<file path="src/rtl/ula_arbitro.sv">
// Two-requester arbiter/sequencer around the shared 6-bit ULA: grants one master,
// holds its operands, and returns the registered result over a valid/ack handshake.

module ula (
   input  logic       Reset,
   input  logic [5:0] A,
   input  logic [5:0] B,
   input  logic [3:0] Sel,
   output logic [5:0] O,
   output logic       Overflow,
   output logic       Zero
);

   // NOTE: every output gets a default before the case so no latch is inferred.
   always_comb begin
      O        = '0;
      Overflow = 1'b0;
      if (!Reset) begin
         if (!Sel[3]) begin
            // Arithmetic ops treat A/B as signed two's complement; Overflow is signed overflow.
            case (Sel[2:0])
               3'd0: begin O = A + B;      Overflow = (A[5] == B[5]) && (O[5] != A[5]); end
               3'd1: begin O = A - B;      Overflow = (A[5] != B[5]) && (O[5] != A[5]); end
               3'd2: begin O = A + 6'd1;   Overflow = (A == 6'h1F); end
               3'd3: begin O = A - 6'd1;   Overflow = (A == 6'h20); end
               3'd4: begin O = 6'd0 - A;   Overflow = (A == 6'h20); end
               3'd5: begin O = {A[4:0], 1'b0}; Overflow = A[5] ^ A[4]; end
               3'd6: O = {A[5], A[5:1]};
               default: O = B;
            endcase
         end else begin
            case (Sel[2:0])
               3'd0: O = A & B;
               3'd1: O = A | B;
               3'd2: O = A ^ B;
               3'd3: O = ~A;
               3'd4: O = ~(A & B);
               3'd5: O = ~(A | B);
               3'd6: O = ~(A ^ B);
               default: O = A;
            endcase
         end
      end
   end

   assign Zero = !Reset && (O == 6'd0);

endmodule

module ula_arbitro #(
   parameter bit PRIO_FIXA = 1'b0
) (
   input  logic       Clock,
   input  logic       Reset,
   input  logic       Req0,
   input  logic       Req1,
   input  logic [5:0] A0,
   input  logic [5:0] B0,
   input  logic [5:0] A1,
   input  logic [5:0] B1,
   input  logic [3:0] Sel0,
   input  logic [3:0] Sel1,
   input  logic       Res_Ack,
   output logic       Gnt0,
   output logic       Gnt1,
   output logic       Res_Valid,
   output logic       Res_Id,
   output logic [5:0] Res_O,
   output logic       Res_Overflow,
   output logic       Res_Zero,
   output logic       Busy,
   output logic [7:0] Ops0,
   output logic [7:0] Ops1
);

   typedef enum logic [1:0] {OCIOSO, EXECUTA, RESPONDE} estado_t;

   estado_t    state_q, state_d;
   logic [5:0] op_a_q, op_b_q;
   logic [3:0] op_sel_q;
   logic       ult_q;
   logic       res_id_q, res_valid_q, res_ovf_q, res_zero_q;
   logic [5:0] res_o_q;
   logic [7:0] ops0_q, ops1_q;

   logic       any_req, win_id;
   logic [1:0] gnt;
   logic       ula_rst;
   logic [5:0] ula_o;
   logic       ula_ovf, ula_zero;

   assign ula_rst = ~Reset;

   ula u_ula (
      .Reset    (ula_rst),
      .A        (op_a_q),
      .B        (op_b_q),
      .Sel      (op_sel_q),
      .O        (ula_o),
      .Overflow (ula_ovf),
      .Zero     (ula_zero)
   );

   // Contention goes to requester 0 under fixed priority, otherwise to whoever did not win last.
   assign any_req = Req0 | Req1;
   assign win_id  = Req0 ? (Req1 && !PRIO_FIXA && !ult_q) : 1'b1;

   always_comb begin
      state_d = state_q;
      gnt     = 2'b00;
      case (state_q)
         OCIOSO: begin
            if (any_req) begin
               gnt     = win_id ? 2'b10 : 2'b01;
               state_d = EXECUTA;
            end
         end
         EXECUTA:  state_d = RESPONDE;
         RESPONDE: if (Res_Ack) state_d = OCIOSO;
         default:  state_d = OCIOSO;
      endcase
   end

   // Reset parks the FSM in OCIOSO, so grants are masked to keep them low while Reset is held.
   assign Gnt0 = gnt[0] & Reset;
   assign Gnt1 = gnt[1] & Reset;
   assign Busy = (state_q != OCIOSO);

   // NOTE: asynchronous active-low reset on every register; non-blocking assignments only.
   always_ff @(posedge Clock or negedge Reset) begin
      if (!Reset) begin
         state_q     <= OCIOSO;
         op_a_q      <= '0;
         op_b_q      <= '0;
         op_sel_q    <= '0;
         ult_q       <= 1'b1;
         res_id_q    <= 1'b0;
         res_valid_q <= 1'b0;
         res_o_q     <= '0;
         res_ovf_q   <= 1'b0;
         res_zero_q  <= 1'b0;
         ops0_q      <= '0;
         ops1_q      <= '0;
      end else begin
         state_q <= state_d;
         case (state_q)
            OCIOSO: begin
               if (any_req) begin
                  op_a_q   <= win_id ? A1 : A0;
                  op_b_q   <= win_id ? B1 : B0;
                  op_sel_q <= win_id ? Sel1 : Sel0;
                  res_id_q <= win_id;
                  ult_q    <= win_id;
               end
            end
            EXECUTA: begin
               res_o_q     <= ula_o;
               res_ovf_q   <= ula_ovf;
               res_zero_q  <= ula_zero;
               res_valid_q <= 1'b1;
               if (res_id_q) ops1_q <= ops1_q + 8'd1;
               else          ops0_q <= ops0_q + 8'd1;
            end
            RESPONDE: if (Res_Ack) res_valid_q <= 1'b0;
            default: ;
         endcase
      end
   end

   assign Res_Valid    = res_valid_q;
   assign Res_Id       = res_id_q;
   assign Res_O        = res_o_q;
   assign Res_Overflow = res_ovf_q;
   assign Res_Zero     = res_zero_q;
   assign Ops0         = ops0_q;
   assign Ops1         = ops1_q;

endmodule

</file>
<file path="config.mk">
export PLATFORM = sky130hd
export DESIGN_NAME = ula_arbitro
export DESIGN_NICKNAME = d
export VERILOG_FILES = /design/src/rtl/ula_arbitro.sv
export SDC_FILE = /design/constraint.sdc
export NUM_CORES = 1
export LEC_CHECK = 0
export ABC_CLOCK_PERIOD_IN_PS = 9870
export BUFFER_PORTS_ARGS = -buffer_cell sky130_fd_sc_hd__buf_2
export CORE_ASPECT_RATIO = 0.8
export CORE_MARGIN = 3
export CORE_UTILIZATION = 35
export CTS_CLUSTER_DIAMETER = 60
export DETAILED_ROUTE_END_ITERATION = 10
export SLEW_MARGIN = 20
export SYNTH_ARGS = -nofsm -noshare
export SYNTH_HDL_FRONTEND = slang
export SYNTH_SLANG_ARGS = --single-unit
</file>
<file path="constraint.sdc">
create_clock -name Clock -period 9.87 [get_ports Clock]
set_input_delay 1.974 -clock Clock [delete_from_list [all_inputs] [get_ports Clock]]
set_output_delay 1.974 -clock Clock [all_outputs]
set_load 0.01 [all_outputs]
</file>
==> results.sh <==
export IMPL_rsz0062_at_grt="false"
export IMPL_ir_drop_uv=161
export IMPL_cts_setup_buffers=0
export IMPL_synth_fa_ha_area_frac=0.120
export IMPL_yosysMostFrequentCell="dfrtp_1"
export IMPL_internal_power_mw=0.770
export IMPL_synth_top_cell_by_area="dfrtp_1"
export IMPL_worstPathArrival_ns=3.36
export IMPL_num_io_pins=66
export IMPL_drc=0
export IMPL_start_kind="input pin"
export IMPL_htree_num_levels=2
export IMPL_ys_warn_count=0
export IMPL_drtIter0Drc=166
export IMPL_synthMuxAreaShare=0.0844
export IMPL_p_leak_nw=2.02
export IMPL_dpl_worst_slack_ns=4.48
export IMPL_die_w_um=118
export IMPL_cts_root_buf="clkbuf_16"
export IMPL_fp_dieArea_um2=11300
export IMPL_hold_buffers=0
export IMPL_dp_hpwl_mm=7.04
export IMPL_layout_drive_gt1_share=0.200
export IMPL_wl_mm=9.44
export IMPL_synth_top_area_share=0.312
export IMPL_post_route_min_period_ns=5.34
export IMPL_postSynthAreaPerCell_um2=8.80
export IMPL_grt_start_max_net_pins=51
export IMPL_grt_ovfl_total=0
export IMPL_hold_violations=0
export IMPL_syn_nets=470
export IMPL_syn_to_final_growth_pct=17.4
export IMPL_totalPowerFinal_mw=1.51
export IMPL_hold_class="register to register"
export IMPL_antenna_left=0
export IMPL_synth_compound_area_share=0.187
export IMPL_max_slew_margin_rel=0.269
export IMPL_via_count=3106
export IMPL_crit_fanout=20
export IMPL_synthFlopType="dfrtp_1"
export IMPL_combinationalPowerShare=0.623
export IMPL_fill_cells=981
export IMPL_ys_ff_latch=45
export IMPL_antenna_found_initial=0
export IMPL_synthSimpleGateAreaFrac=0.157
export IMPL_async_flop_share=1.00
export IMPL_routedWlPerCell_um=16.0
export IMPL_post_route_period_util=0.541
export IMPL_diodes=0
export IMPL_setup_viol=0
export IMPL_end_kind="output pin"
export IMPL_nNetsFinal=523
export IMPL_synth_area_top_cells="dfrtp_1 (31%), ha_1 (10%), mux2i_1 (6.5%), xnor2_1 (5.5%), a21oi_1 (4.7%)"
export IMPL_cts_sinks=45
export IMPL_status="finished clean"
export IMPL_synth_common_cells="dfrtp_1 (44), nor2_1 (41), a21oi_1 (33)"
export IMPL_powerDensity_nw_per_um2=365
export IMPL_swShare=0.491
export IMPL_grt_pass1_wl_mm=15.4
export IMPL_required_ns=7.90
export IMPL_initial_core_util=0.363
export IMPL_slew_violations=0
export IMPL_row_count=32
export IMPL_synth_top_family_by_area="compound AO/OA/AOI/OAI gates"
export IMPL_dieHeight_um=95.8
export IMPL_synth_cell_types=54
export IMPL_tns_ns=0
export IMPL_insertion_delay_ns=0.29
export IMPL_cts_resized=0
export IMPL_yosysSeqAreaShare=0.319
export IMPL_clock_fmax_ghz=0.187
export IMPL_tightest_slew_ns=1.10
export IMPL_p_sw_mw=0.743
export IMPL_synth_edf_count=0
export IMPL_fin_skew_ns=0.00729
export IMPL_cts_buffers=5
export IMPL_cts_clk_slew_worst_paths_ns=0.06
export IMPL_p_clk_frac=0.129
export IMPL_worst_setup_path_type="input pin to output pin"
export IMPL_io_buffer_count=65
export IMPL_synth_xor_area_share=0.0769
export IMPL_drv_cap=0
export IMPL_dr_pass1_iters=5
export IMPL_grt_use_total=0.167
export IMPL_p_seq_frac=0.249
export IMPL_cts_tree="built"
export IMPL_routed_via_density=5.26
export IMPL_synth_area_um2=3530
export IMPL_netlist_instances=401
export IMPL_grt_pass1_vias=2951
export IMPL_gp_congestion=0.870
export IMPL_core_area_um2=9730
export IMPL_layout_setup_ws_ns=4.53
export IMPL_clk_path_buf_depth=2
[power by group through the flow]
stage / clock, mW / combinational, mW / sequential, mW
2_1_floorplan: 0 / 0.708 / 0.343
3_3_place_gp: 0 / 0.908 / 0.377
3_5_place_dp: 0 / 0.928 / 0.380
4_1_cts: 0.198 / 0.932 / 0.376
5_1_grt: 0.209 / 1.05 / 0.393
6_report: 0.195 / 0.943 / 0.376
[registers in the layout, indices dropped and copies added (netlist names), 2 cells and up]
signal    cells
op_a_q        6
state_q       2
op_sel_q      4
Ops0          8
Ops1          8
op_b_q        6
Res_O         6
[worst max-delay path, cell delays in order]
cell and delay [ns]:
buf_2 0.09, inv_1 0.04, o21ai_2 0.85, and3_1 0.28, buf_2 0.13
[final cells by class]
type,instances,area (um^2),area share
clock buffer,5,125,0.0302
clock inverter,3,50.0,0.0121
inverter,26,97.6,0.0236
multi-input combinational,307,2220,0.535
sequential,45,1130,0.272
tap,136,170,0.0411
timing repair buffer,69,355,0.0857
[final timing paths]
check | startpoint | to | slack (ns) | cells past startpoint
worst max-delay path | Req1 | Gnt1 | 4.53 | 5
worst min-delay path | Ops1[7]$_DFFE_PN0P_ | Ops1[7]$_DFFE_PN0P_ | 0.47 | 1
worst max register to register | op_sel_q[2]$_DFFE_PN0P_ | Res_Zero$_DFFE_PN0P_ | 6.78 | 12
worst min register to register | Ops1[7]$_DFFE_PN0P_ | Ops1[7]$_DFFE_PN0P_ | 0.47 | 1
max in group asynchronous | Reset | op_sel_q[0]$_DFFE_PN0P_ | 7.69 | 2
min in group asynchronous | Reset | Ops1[7]$_DFFE_PN0P_ | 1.77 | 2
[kinds of logic (layout without fill, tap and decap cells)]
family | after synthesis | in the layout
AO/OA/AOI/OAI | 101 | 101
XOR/XNOR | 31 | 31
adder cells (fa/ha/maj) | 32 | 32
buffers and inverters | 49 | 103
flip-flops | 45 | 45
multiplexers | 29 | 29
AND/OR/NAND/NOR | 114 | 114
[placed cells by master, fill, tap and decap left out, types with 9 or more instances in the layout]
cell type   n
nand3_1    10
dfrtp_1    44
nand2b_1   11
o21ai_0    12
nand2_1    26
nor2_1     40
ha_1       29
xnor2_1    22
mux2i_1    23
inv_1      19
xor2_1      9
a21oi_1    33
buf_2      65
[layer usage]
metal	track usage	part of all wire	vias up
li1	-	-	1514
met1	0.251	0.50	1458
met2	0.249	0.41	120
met3	0.0323	0.075	14
met4	0.0371	0.012	0
met5	0	0	-
[through the flow]
stage | utilization | instances | hold slack (ns) | instance area [um^2]
after floorplan | - | 401 | 0.466 | 3530
after global placement | 0.407 | 583 | 0.452 | 3960
after detailed placement | 0.407 | 583 | 0.471 | 3960
after CTS | 0.425 | 591 | 0.485 | 4140
after global routing | 0.426 | 591 | 0.512 | 4140
final | 0.426 | 591 | 0.472 | 4140
Power figures use the tool's default switching activity.
